### config.mk
export PLATFORM = sky130hd
export DESIGN_NAME = apb_master_mc
export DESIGN_NICKNAME = d
export VERILOG_FILES = /design/src/rtl/apb_mc_pkg.sv /design/src/rtl/apb_mc_sel.sv /design/src/rtl/apb_master_mc.sv
export SDC_FILE = /design/constraint.sdc
export NUM_CORES = 1
export LEC_CHECK = 0
export CORE_ASPECT_RATIO = 1.25
export CORE_UTILIZATION = 34
export DETAILED_ROUTE_END_ITERATION = 16
export GPL_TIMING_DRIVEN = 0
export PLACE_DENSITY_LB_ADDON = 0.05
export SLEW_MARGIN = 20
export SYNTH_ARGS = -nofsm -noshare
export SYNTH_HDL_FRONTEND = slang
export SYNTH_SLANG_ARGS = --single-unit
### constraint.sdc
create_clock -name clk -period 2.04 [get_ports clk]
set_clock_uncertainty 0.1 [all_clocks]
set_input_delay 0.204 -clock clk [delete_from_list [all_inputs] [get_ports clk]]
set_output_delay 0.204 -clock clk [all_outputs]
set_load 0.1 [all_outputs]
### src/rtl/apb_mc_pkg.sv
// Shared types and width helpers for the multi-completer APB4 requester.
package apb_mc_pkg;

    typedef enum logic [1:0] {
        IDLE   = 2'd0,
        SETUP  = 2'd1,
        ACCESS = 2'd2,
        RESP   = 2'd3
    } state_e;

    localparam int PROT_W = 3;

    function automatic int idx_w(input int num_slv);
        return (num_slv <= 1) ? 1 : $clog2(num_slv);
    endfunction

    function automatic int strb_w(input int data_w);
        return data_w / 8;
    endfunction

endpackage

### src/rtl/apb_mc_sel.sv
// Completer index decode (one-hot select, decode error) and response mux
// driven by the index of the transfer currently on the bus.
module apb_mc_sel
    import apb_mc_pkg::*;
#(
    parameter int DATA_W  = 32,
    parameter int NUM_SLV = 4,
    parameter int IDX_W   = idx_w(NUM_SLV)
) (
    input  logic [IDX_W-1:0]          dec_idx_i,
    input  logic [IDX_W-1:0]          cur_idx_i,
    input  logic [NUM_SLV*DATA_W-1:0] prdata_i,
    input  logic [NUM_SLV-1:0]        pready_i,
    input  logic [NUM_SLV-1:0]        pslverr_i,
    output logic [NUM_SLV-1:0]        onehot_o,
    output logic                      dec_err_o,
    output logic                      pready_o,
    output logic                      pslverr_o,
    output logic [DATA_W-1:0]         prdata_o
);

    localparam logic [IDX_W:0] NUM_SLV_L = (IDX_W + 1)'(NUM_SLV);

    assign dec_err_o = ({1'b0, dec_idx_i} >= NUM_SLV_L);

    always_comb begin
        onehot_o  = '0;
        pready_o  = 1'b0;
        pslverr_o = 1'b0;
        prdata_o  = '0;
        for (int i = 0; i < NUM_SLV; i++) begin
            onehot_o[i] = (dec_idx_i == IDX_W'(i));
            if (cur_idx_i == IDX_W'(i)) begin
                pready_o  = pready_i[i];
                pslverr_o = pslverr_i[i];
                prdata_o  = prdata_i[i*DATA_W +: DATA_W];
            end
        end
    end

endmodule

### src/rtl/apb_master_mc.sv
// APB4 requester for NUM_SLV completers: request/response channels, address
// decode, per-transfer ACCESS timeout and decode-error responses.
module apb_master_mc
    import apb_mc_pkg::*;
#(
    parameter int DATA_W  = 32,
    parameter int ADDR_W  = 32,
    parameter int NUM_SLV = 4,
    parameter int SEL_LSB = 12,
    parameter int TIMEOUT = 64
) (
    input  logic                        clk,
    input  logic                        rst,
    input  logic                        req_valid,
    output logic                        req_ready,
    input  logic                        req_write,
    input  logic [ADDR_W-1:0]           req_addr,
    input  logic [DATA_W-1:0]           req_wdata,
    input  logic [strb_w(DATA_W)-1:0]   req_strb,
    input  logic [PROT_W-1:0]           req_prot,
    output logic                        rsp_valid,
    input  logic                        rsp_ready,
    output logic [DATA_W-1:0]           rsp_rdata,
    output logic                        rsp_err,
    output logic                        rsp_timeout,
    output logic [NUM_SLV-1:0]          psel,
    output logic                        penable,
    output logic [ADDR_W-1:0]           paddr,
    output logic                        pwrite,
    output logic [DATA_W-1:0]           pwdata,
    output logic [strb_w(DATA_W)-1:0]   pstrb,
    output logic [PROT_W-1:0]           pprot,
    input  logic [NUM_SLV*DATA_W-1:0]   prdata,
    input  logic [NUM_SLV-1:0]          pready,
    input  logic [NUM_SLV-1:0]          pslverr
);

    localparam int IDX_W  = idx_w(NUM_SLV);
    localparam int STRB_W = strb_w(DATA_W);
    localparam int CNT_W  = (TIMEOUT > 0) ? $clog2(TIMEOUT + 1) : 1;
    localparam logic [CNT_W-1:0] TO_LAST = CNT_W'((TIMEOUT > 0) ? TIMEOUT - 1 : 0);

    // Both channels transfer on a rising edge where valid and ready are high;
    // valid, once raised, holds its payload stable until that edge.
    state_e              state_q, state_d;
    logic [CNT_W-1:0]    cnt_q, cnt_d;
    logic                req_ready_q, req_ready_d;
    logic                rsp_valid_q, rsp_valid_d;
    logic [DATA_W-1:0]   rsp_rdata_q, rsp_rdata_d;
    logic                rsp_err_q, rsp_err_d;
    logic                rsp_timeout_q, rsp_timeout_d;
    logic [NUM_SLV-1:0]  psel_q, psel_d;
    logic                penable_q, penable_d;
    logic [ADDR_W-1:0]   paddr_q, paddr_d;
    logic                pwrite_q, pwrite_d;
    logic [DATA_W-1:0]   pwdata_q, pwdata_d;
    logic [STRB_W-1:0]   pstrb_q, pstrb_d;
    logic [PROT_W-1:0]   pprot_q, pprot_d;

    logic [NUM_SLV-1:0]  dec_onehot;
    logic                dec_err;
    logic                sel_pready;
    logic                sel_pslverr;
    logic [DATA_W-1:0]   sel_prdata;

    apb_mc_sel #(
        .DATA_W  (DATA_W),
        .NUM_SLV (NUM_SLV),
        .IDX_W   (IDX_W)
    ) u_sel (
        .dec_idx_i (req_addr[SEL_LSB +: IDX_W]),
        .cur_idx_i (paddr_q[SEL_LSB +: IDX_W]),
        .prdata_i  (prdata),
        .pready_i  (pready),
        .pslverr_i (pslverr),
        .onehot_o  (dec_onehot),
        .dec_err_o (dec_err),
        .pready_o  (sel_pready),
        .pslverr_o (sel_pslverr),
        .prdata_o  (sel_prdata)
    );

    always_comb begin
        state_d       = state_q;
        cnt_d         = cnt_q;
        req_ready_d   = req_ready_q;
        rsp_valid_d   = rsp_valid_q;
        rsp_rdata_d   = rsp_rdata_q;
        rsp_err_d     = rsp_err_q;
        rsp_timeout_d = rsp_timeout_q;
        psel_d        = psel_q;
        penable_d     = penable_q;
        paddr_d       = paddr_q;
        pwrite_d      = pwrite_q;
        pwdata_d      = pwdata_q;
        pstrb_d       = pstrb_q;
        pprot_d       = pprot_q;
        case (state_q)
            IDLE: begin
                req_ready_d = 1'b1;
                if (req_valid && req_ready_q) begin
                    req_ready_d = 1'b0;
                    paddr_d     = req_addr;
                    pwrite_d    = req_write;
                    pwdata_d    = req_write ? req_wdata : '0;
                    pstrb_d     = req_write ? req_strb : '0;
                    pprot_d     = req_prot;
                    cnt_d       = '0;
                    if (dec_err) begin
                        state_d       = RESP;
                        rsp_valid_d   = 1'b1;
                        rsp_err_d     = 1'b1;
                        rsp_timeout_d = 1'b0;
                        rsp_rdata_d   = '0;
                    end else begin
                        state_d = SETUP;
                        psel_d  = dec_onehot;
                    end
                end
            end
            SETUP: begin
                state_d   = ACCESS;
                penable_d = 1'b1;
                cnt_d     = '0;
            end
            ACCESS: begin
                // A pready in the final allowed cycle takes priority over the abort.
                if (sel_pready) begin
                    state_d       = RESP;
                    psel_d        = '0;
                    penable_d     = 1'b0;
                    rsp_valid_d   = 1'b1;
                    rsp_err_d     = sel_pslverr;
                    rsp_timeout_d = 1'b0;
                    rsp_rdata_d   = (pwrite_q || sel_pslverr) ? '0 : sel_prdata;
                end else if ((TIMEOUT != 0) && (cnt_q == TO_LAST)) begin
                    state_d       = RESP;
                    psel_d        = '0;
                    penable_d     = 1'b0;
                    rsp_valid_d   = 1'b1;
                    rsp_err_d     = 1'b1;
                    rsp_timeout_d = 1'b1;
                    rsp_rdata_d   = '0;
                end else begin
                    cnt_d = cnt_q + 1'b1;
                end
            end
            RESP: begin
                if (rsp_ready) begin
                    state_d       = IDLE;
                    req_ready_d   = 1'b1;
                    rsp_valid_d   = 1'b0;
                    rsp_err_d     = 1'b0;
                    rsp_timeout_d = 1'b0;
                    rsp_rdata_d   = '0;
                end
            end
            default: state_d = IDLE;
        endcase
    end

    always_ff @(posedge clk) begin
        if (rst) begin
            state_q       <= IDLE;
            cnt_q         <= '0;
            req_ready_q   <= 1'b0;
            rsp_valid_q   <= 1'b0;
            rsp_rdata_q   <= '0;
            rsp_err_q     <= 1'b0;
            rsp_timeout_q <= 1'b0;
            psel_q        <= '0;
            penable_q     <= 1'b0;
            paddr_q       <= '0;
            pwrite_q      <= 1'b0;
            pwdata_q      <= '0;
            pstrb_q       <= '0;
            pprot_q       <= '0;
        end else begin
            state_q       <= state_d;
            cnt_q         <= cnt_d;
            req_ready_q   <= req_ready_d;
            rsp_valid_q   <= rsp_valid_d;
            rsp_rdata_q   <= rsp_rdata_d;
            rsp_err_q     <= rsp_err_d;
            rsp_timeout_q <= rsp_timeout_d;
            psel_q        <= psel_d;
            penable_q     <= penable_d;
            paddr_q       <= paddr_d;
            pwrite_q      <= pwrite_d;
            pwdata_q      <= pwdata_d;
            pstrb_q       <= pstrb_d;
            pprot_q       <= pprot_d;
        end
    end

    assign req_ready   = req_ready_q;
    assign rsp_valid   = rsp_valid_q;
    assign rsp_rdata   = rsp_rdata_q;
    assign rsp_err     = rsp_err_q;
    assign rsp_timeout = rsp_timeout_q;
    assign psel        = psel_q;
    assign penable     = penable_q;
    assign paddr       = paddr_q;
    assign pwrite      = pwrite_q;
    assign pwdata      = pwdata_q;
    assign pstrb       = pstrb_q;
    assign pprot       = pprot_q;

endmodule

# == Yosys cells after proc, flatten, opt, wreduce, memory -nomap -nowiden ==
# Index checks and enable logic that the tools add are counted.
# op_classes
n_addsub,1
n_mul,0
n_div,0
magnitude_cmp,0
n_eq_ne,15
shift,0
mux,46
bitwise_logic,0
n_reduce_logical,17
# op_table
operator,count
$mux W32,9
$pmux W32 S2,1
$mux W7,3
$pmux W7 S3,1
$mux W1,17
$mux W4,4
$eq A2 B2 Y1 const B,6
$pmux W1 S2,5
$reduce_and A3 Y1,3
$mux W2,4
$ne A2 B2 Y1 const B,4
$pmux W2 S4,1
$pmux W4 S2,1
$reduce_bool A2 Y1,4
$add A7 B1 Y7 const B,1
$eq A7 B6 Y1 const B,1
$eq A2 B1 Y1 const B,3
$logic_not A2 Y1,3
$reduce_and A2 Y1,3
$reduce_and A4 Y1,1
$ne A3 B3 Y1 const B,1
$reduce_bool A3 Y1,1
$logic_and A1 B1 Y1,1
$logic_or A1 B1 Y1,1
# totals
regBits,122
latch_bits,0
ram_bits,0
romBits,0
input_bits,212
output_inout_bits,113
word_cells,93
memories,0

# == Longest topological paths before layout ==
# Gate-level depths: netlist of the first run.
# logic_depth
ltp_word,9
ltp_mapped,7
depth_no_buf,6

# == Cells and area by module ==
# A second synthesis of the first run with hierarchy kept.
# unflattened
cells_unflattened,654
area_unflattened_um2,5734.2
# modules_own_cells
module,instances,cells_each,area_each_um2,seq_area_each_um2
apb_master_mc,1,606,4829.6,2442.3
apb_mc_sel,1,48,904.6,0.0

# == Least setup slack after synthesis of the first run ==
# Ideal clock, no wire load.
# synth_timing
kind,flip-flop to flip-flop
start,register paddr_q[12] (netlist: paddr[12])
end,register state_q[0]
setup_ps,115
arrival_ps,2360
required_time_ps,1825
path_slack_ps,-534
path_stages_with_launch,7
path_buffers,2
synth_period_minus_slack_ps,2574
cell_sequence,dfxtp_1 buf_6 mux4_2 buf_2 a211oi_4 nor2_1 o21a_1
# synth_between
elab_chain_cells,7
word_cells_on_any_way,12
classes_between,eq/ne (4); mux (6); reduce/logical (2)
# synth_rtl
item,line,source
"start, declared",apb_master_mc.sv:54,"logic [ADDR_W-1:0] paddr_q, paddr_d;"
"start signal, assigned",apb_master_mc.sv:188,paddr_q <= paddr_d;
$logic_not A2 Y1,apb_mc_sel.sv:33,if (cur_idx_i == IDX_W'(i)) begin
$mux W1 (3 in series),apb_mc_sel.sv:33,
$mux W1 *,apb_mc_sel.sv:33,
$mux W2 / $ne A3 B3 Y1 (equally long branches),--,
$pmux W2 S4 / $reduce_and A3 Y1 (equally long branches),--,
"end signal, assigned",apb_master_mc.sv:179,state_q <= state_d;
"end, declared",apb_master_mc.sv:45,"state_e state_q, state_d;"
# Mark *: on every way between the ends. The rest lies on a longest branch, timed or not.
# A chain may end at the register's enable or synchronous reset.

# == Worst setup path in the final report of the first run ==
# layout_timing
start,register paddr_q[12] (netlist: paddr[12])
end,register cnt_q[2]
# layout_between
elab_chain_cells,7
word_cells_on_any_way,10
classes_between,eq/ne (4); mux (4); reduce/logical (2)
# layout_rtl
item,line,source
$logic_not A2 Y1,apb_mc_sel.sv:33,
$mux W1 (3 in series),apb_mc_sel.sv:33,
$mux W1 *,apb_mc_sel.sv:33,
$ne A2 B2 Y1 (no line) *,--,
$reduce_and A4 Y1 (no line) *,--,
"end signal, assigned",apb_master_mc.sv:180,cnt_q <= cnt_d;
"end, declared",apb_master_mc.sv:46,"logic [CNT_W-1:0] cnt_q, cnt_d;"
# Marked as above.

==> metrics.txt, run 1 <==
status=finished, final reports clean; slowest stage cell on the critical path=sky130_fd_sc_hd__mux4_2; global-route met3 utilization=0.103; layout cell share with drive strength beyond 1=0.147; Root Driver=sky130_fd_sc_hd__clkbuf_16; Worst path top cell family by delay=multiplexers; Int Pwr=6270 uW; Die Height=142 um; Yosys warnings=0; routability congestion estimate=0.830; pin count of the biggest net entering global routing=17; setup repair after global routing missed its margin=true; HPWL after detailed placement=16400 um; overall fraction of global-route tracks in use=0.247; post-route setup slack=0.0273 ns; ys flop type=sky130_fd_sc_hd__dfxtp_1; vias in the first global route=5781; GRT busiest layer=met2; I/O Pins=325; number of pins with negative max-slew slack in the final report=0; dpl ws=-0.296 ns; met1 track demand over resource in global routing=0.245; type of element launching the critical path=flop; total cell area at the placement stage=8860 um^2; Worst path max stage delay=0.57 ns; Final Net Count=1121; static power due to leakage=0.00391 uW; number of optimization iterations in the first detailed-route pass=4; global-route wire length before repair=30700 um; largest buffer count on any clock path=2; power density cells=1110 nW/um^2; Slew HR=0.275; Buffers & Inverters on Critical Path=2; worst setup path class=reg -> reg; worst vdd rail ir drop=0.000704 V; Synth cell types=41; count of hold buffers inserted by post-cts repair=0; vias post-DR=5727; later-pin clock latency in the skew report=0.41 ns; Final Power=10800 uW; grt ovf=0; die width=114 um; starting utilization of the core area=0.352; Period minus WS final=2.01 ns; endpoint kind of the worst setup timing path=flop; CTS Buf Count=17; setup total negative slack=0 ns; number of clock sinks=122; fraction of power spent switching nets=0.417; number of DRC markers after the initial detailed-route iteration=231; Design Area, Final=9670 um^2; portion of total power attributed to sequential cells=0.263; wire length per cell after detailed routing=18.5 um; data arrival time at the worst-slack endpoint=2.25 ns; DRC violation count after routing=0; clock tree from TritonCTS=built; cell area after technology mapping=5350 um^2; combinational cell fraction of total power=0.427; syn avg cell area=9.79 um^2; global routing usage on met2=0.454; num rows=50; H-Tree Depth=4; wire length after detailed routing=20900 um; core area=15200 um^2; average vias per placed instance=5.09; area growth from synthesis to layout=80.6%; Clock Power Share=0.310; instance count of the mapped netlist=547; final setup fails=0; n_diodes=0; number of nets with antenna violations after detailed routing=0; Critical Path, Cell by Cell=buf_8, mux4_2, a21o_4, buf_4, a21oi_1, mux2i_1; worst hold-check path type=in -> reg; PortBufs=323; share of async-settable or async-resettable flops after synthesis=0; Highest Clock Rate=497 MHz; overall die area=16300 um^2; maximum fanout along the worst path=7; number of enable-type register cells in the synthesized netlist=0; total count of hold-check failures in the final report=0; portion of the clock cycle consumed by the worst path in the final layout=0.987; max-cap violations=0; Net Sw Power=4490 uW; actual transition at the worst max-transition pin=1.09 ns; required time of the worst setup path=2.27 ns; post-synthesis register bit count=122; Synthesized Nets=764; part of the Yosys area used for sequential elements=0.456; initial antenna violation count=0; register clock-pin slew on the reported worst setup and hold paths=0.06 ns
[worst reg2reg max path, stage by stage, from the launching register on]
cell	delay, ns
sky130_fd_sc_hd__dfxtp_4	0.35
sky130_fd_sc_hd__buf_8	0.11
sky130_fd_sc_hd__mux4_2	0.57
sky130_fd_sc_hd__a21o_4	0.25
sky130_fd_sc_hd__buf_4	0.14
sky130_fd_sc_hd__a21oi_1	0.21
sky130_fd_sc_hd__mux2i_1	0.21
[cells by family after synthesis]
kind of cell             share of synthesized area
AND/OR/NAND/NOR                              0.157
flip-flops                                   0.456
AO/OA/AOI/OAI                                0.176
adder cells (fa/ha/maj)                     0.0117
buffers and inverters                       0.0439
multiplexers                                 0.154
[cells in the mapped netlist (2+ instances only)]
| cell | number | area share |
|---|---|---|
| sky130_fd_sc_hd__inv_1 | 3 | 0.0021 |
| sky130_fd_sc_hd__a31oi_1 | 3 | 0.0035 |
| sky130_fd_sc_hd__nor2_1 | 3 | 0.0021 |
| sky130_fd_sc_hd__buf_6 | 4 | 0.0084 |
| sky130_fd_sc_hd__a21oi_1 | 82 | 0.077 |
| sky130_fd_sc_hd__nand2_1 | 119 | 0.083 |
| sky130_fd_sc_hd__mux2i_1 | 6 | 0.011 |
| sky130_fd_sc_hd__clkbuf_1 | 34 | 0.024 |
| sky130_fd_sc_hd__nand2b_1 | 9 | 0.011 |
| sky130_fd_sc_hd__ha_1 | 5 | 0.012 |
| sky130_fd_sc_hd__mux4_2 | 34 | 0.14 |
| sky130_fd_sc_hd__buf_2 | 8 | 0.0075 |
| sky130_fd_sc_hd__o21a_1 | 2 | 0.0028 |
| sky130_fd_sc_hd__or3_1 | 3 | 0.0035 |
| sky130_fd_sc_hd__a211oi_1 | 3 | 0.0042 |
| sky130_fd_sc_hd__nand3_1 | 43 | 0.040 |
| sky130_fd_sc_hd__and3_1 | 2 | 0.0023 |
| sky130_fd_sc_hd__o21ai_0 | 6 | 0.0056 |
| sky130_fd_sc_hd__o311ai_0 | 2 | 0.0033 |
| sky130_fd_sc_hd__dfxtp_1 | 122 | 0.46 |
| sky130_fd_sc_hd__or4b_2 | 2 | 0.0037 |
| sky130_fd_sc_hd__a32o_1 | 32 | 0.060 |
| sky130_fd_sc_hd__buf_1 | 2 | 0.0014 |
[cell type report]
class / instances / area [um^2]
clock buffers: 18 / 450
fillers: 1311 / 5530
well taps: 208 / 260
inverters: 4 / 15.0
multi-input cells: 373 / 2760
clock inverters: 14 / 206
repair buffers: 341 / 3270
flip-flops and latches: 122 / 2460
plain buffers: 45 / 254
[per-layer routing]
metal / part of all wire / wire length [um] / vias to the layer above
met5: 0 / 0 / -
met4: 0.022 / 465 / 0
met3: 0.10 / 2150 / 30
met2: 0.53 / 11000 / 241
met1: 0.35 / 7280 / 2735
li1: - / - / 2721
[state kept, by name, indices dropped and copies added (netlist names), 2 cells and up]
name	cells
pwdata	32
rsp_rdata	32
psel	4
pstrb	4
paddr	32
cnt_q	7
pprot	3
state_q	2
[power by group through the flow]
stage | clock network, uW | registers, uW | logic, uW
2_1_floorplan | 0 | 4540 | 1420
3_3_place_gp | 0 | 2850 | 4380
3_5_place_dp | 0 | 2870 | 4430
4_1_cts | 3390 | 2820 | 4390
5_1_grt | 3510 | 2870 | 4850
6_report | 3330 | 2830 | 4600
[metrics by stage]
stage	hold WS, ns	util	cells
floorplan	0.230	-	547
global route	0.202	0.636	1125
CTS	0.171	0.624	1114
global placement	0.316	0.583	1078
finish	0.150	0.636	1125
detailed placement	0.320	0.583	1078
[repair_timing]
action	in CTS	in global routing
buffers inserted	4	11
pin swaps	3	8
gates resized for setup	137	37
endpoints found under the hold margin	0	0
endpoints found under the setup margin	226	112
gates cloned	1	2
[path summary, 6_finish.rpt]
check | start | end | slack [ns] | cells past startpoint
worst min register to register | cnt_q[6] | cnt_q[6] | 0.33 | 2
worst max register to register | paddr[12] | cnt_q[2] | 0.03 | 6
worst min-delay path | req_write | pwdata[0] | 0.15 | 3
worst max-delay path | paddr[12] | cnt_q[2] | 0.03 | 6
[layout by cell type, fill, tap and decap left out, types with 3 or more instances in the layout]
cell                              netlist  final
sky130_fd_sc_hd__a32o_1                32     32
sky130_fd_sc_hd__clkdlybuf4s15_1        0      3
sky130_fd_sc_hd__clkdlybuf4s50_1        0    210
sky130_fd_sc_hd__o21ai_0                6      3
sky130_fd_sc_hd__buf_12                 0      3
sky130_fd_sc_hd__inv_6                  0      5
sky130_fd_sc_hd__buf_2                  8      4
sky130_fd_sc_hd__clkbuf_16              0     18
sky130_fd_sc_hd__dlygate4sd2_1          0    108
sky130_fd_sc_hd__clkbuf_1              34     21
sky130_fd_sc_hd__clkbuf_2               0     12
sky130_fd_sc_hd__a21oi_1               82     81
sky130_fd_sc_hd__mux4_2                34     34
sky130_fd_sc_hd__mux2i_1                6      6
sky130_fd_sc_hd__clkinv_4               0      3
sky130_fd_sc_hd__buf_4                  0     13
sky130_fd_sc_hd__nand2_1              119    119
sky130_fd_sc_hd__bufinv_16              0      4
sky130_fd_sc_hd__buf_6                  4      7
sky130_fd_sc_hd__nand3_1               43     42
sky130_fd_sc_hd__nand2b_1               9      9
sky130_fd_sc_hd__dfxtp_1              122    117
sky130_fd_sc_hd__ha_1                   5      3
sky130_fd_sc_hd__dfxtp_4                0      4
sky130_fd_sc_hd__a31oi_1                3      3
Note: power is estimated with default switching activity, not from simulation.
==> inputs of run 2 (changes only) <==
--- a/config.mk
+++ b/config.mk
@@ -10,7 +10,7 @@
 export DETAILED_ROUTE_END_ITERATION = 16
 export GPL_TIMING_DRIVEN = 0
 export PLACE_DENSITY_LB_ADDON = 0.05
-export SLEW_MARGIN = 20
+export SLEW_MARGIN = 15
 export SYNTH_ARGS = -nofsm -noshare
 export SYNTH_HDL_FRONTEND = slang
 export SYNTH_SLANG_ARGS = --single-unit
==> results of run 2 <==
The final DEF is identical to that of run 1; final timing and power are the same.
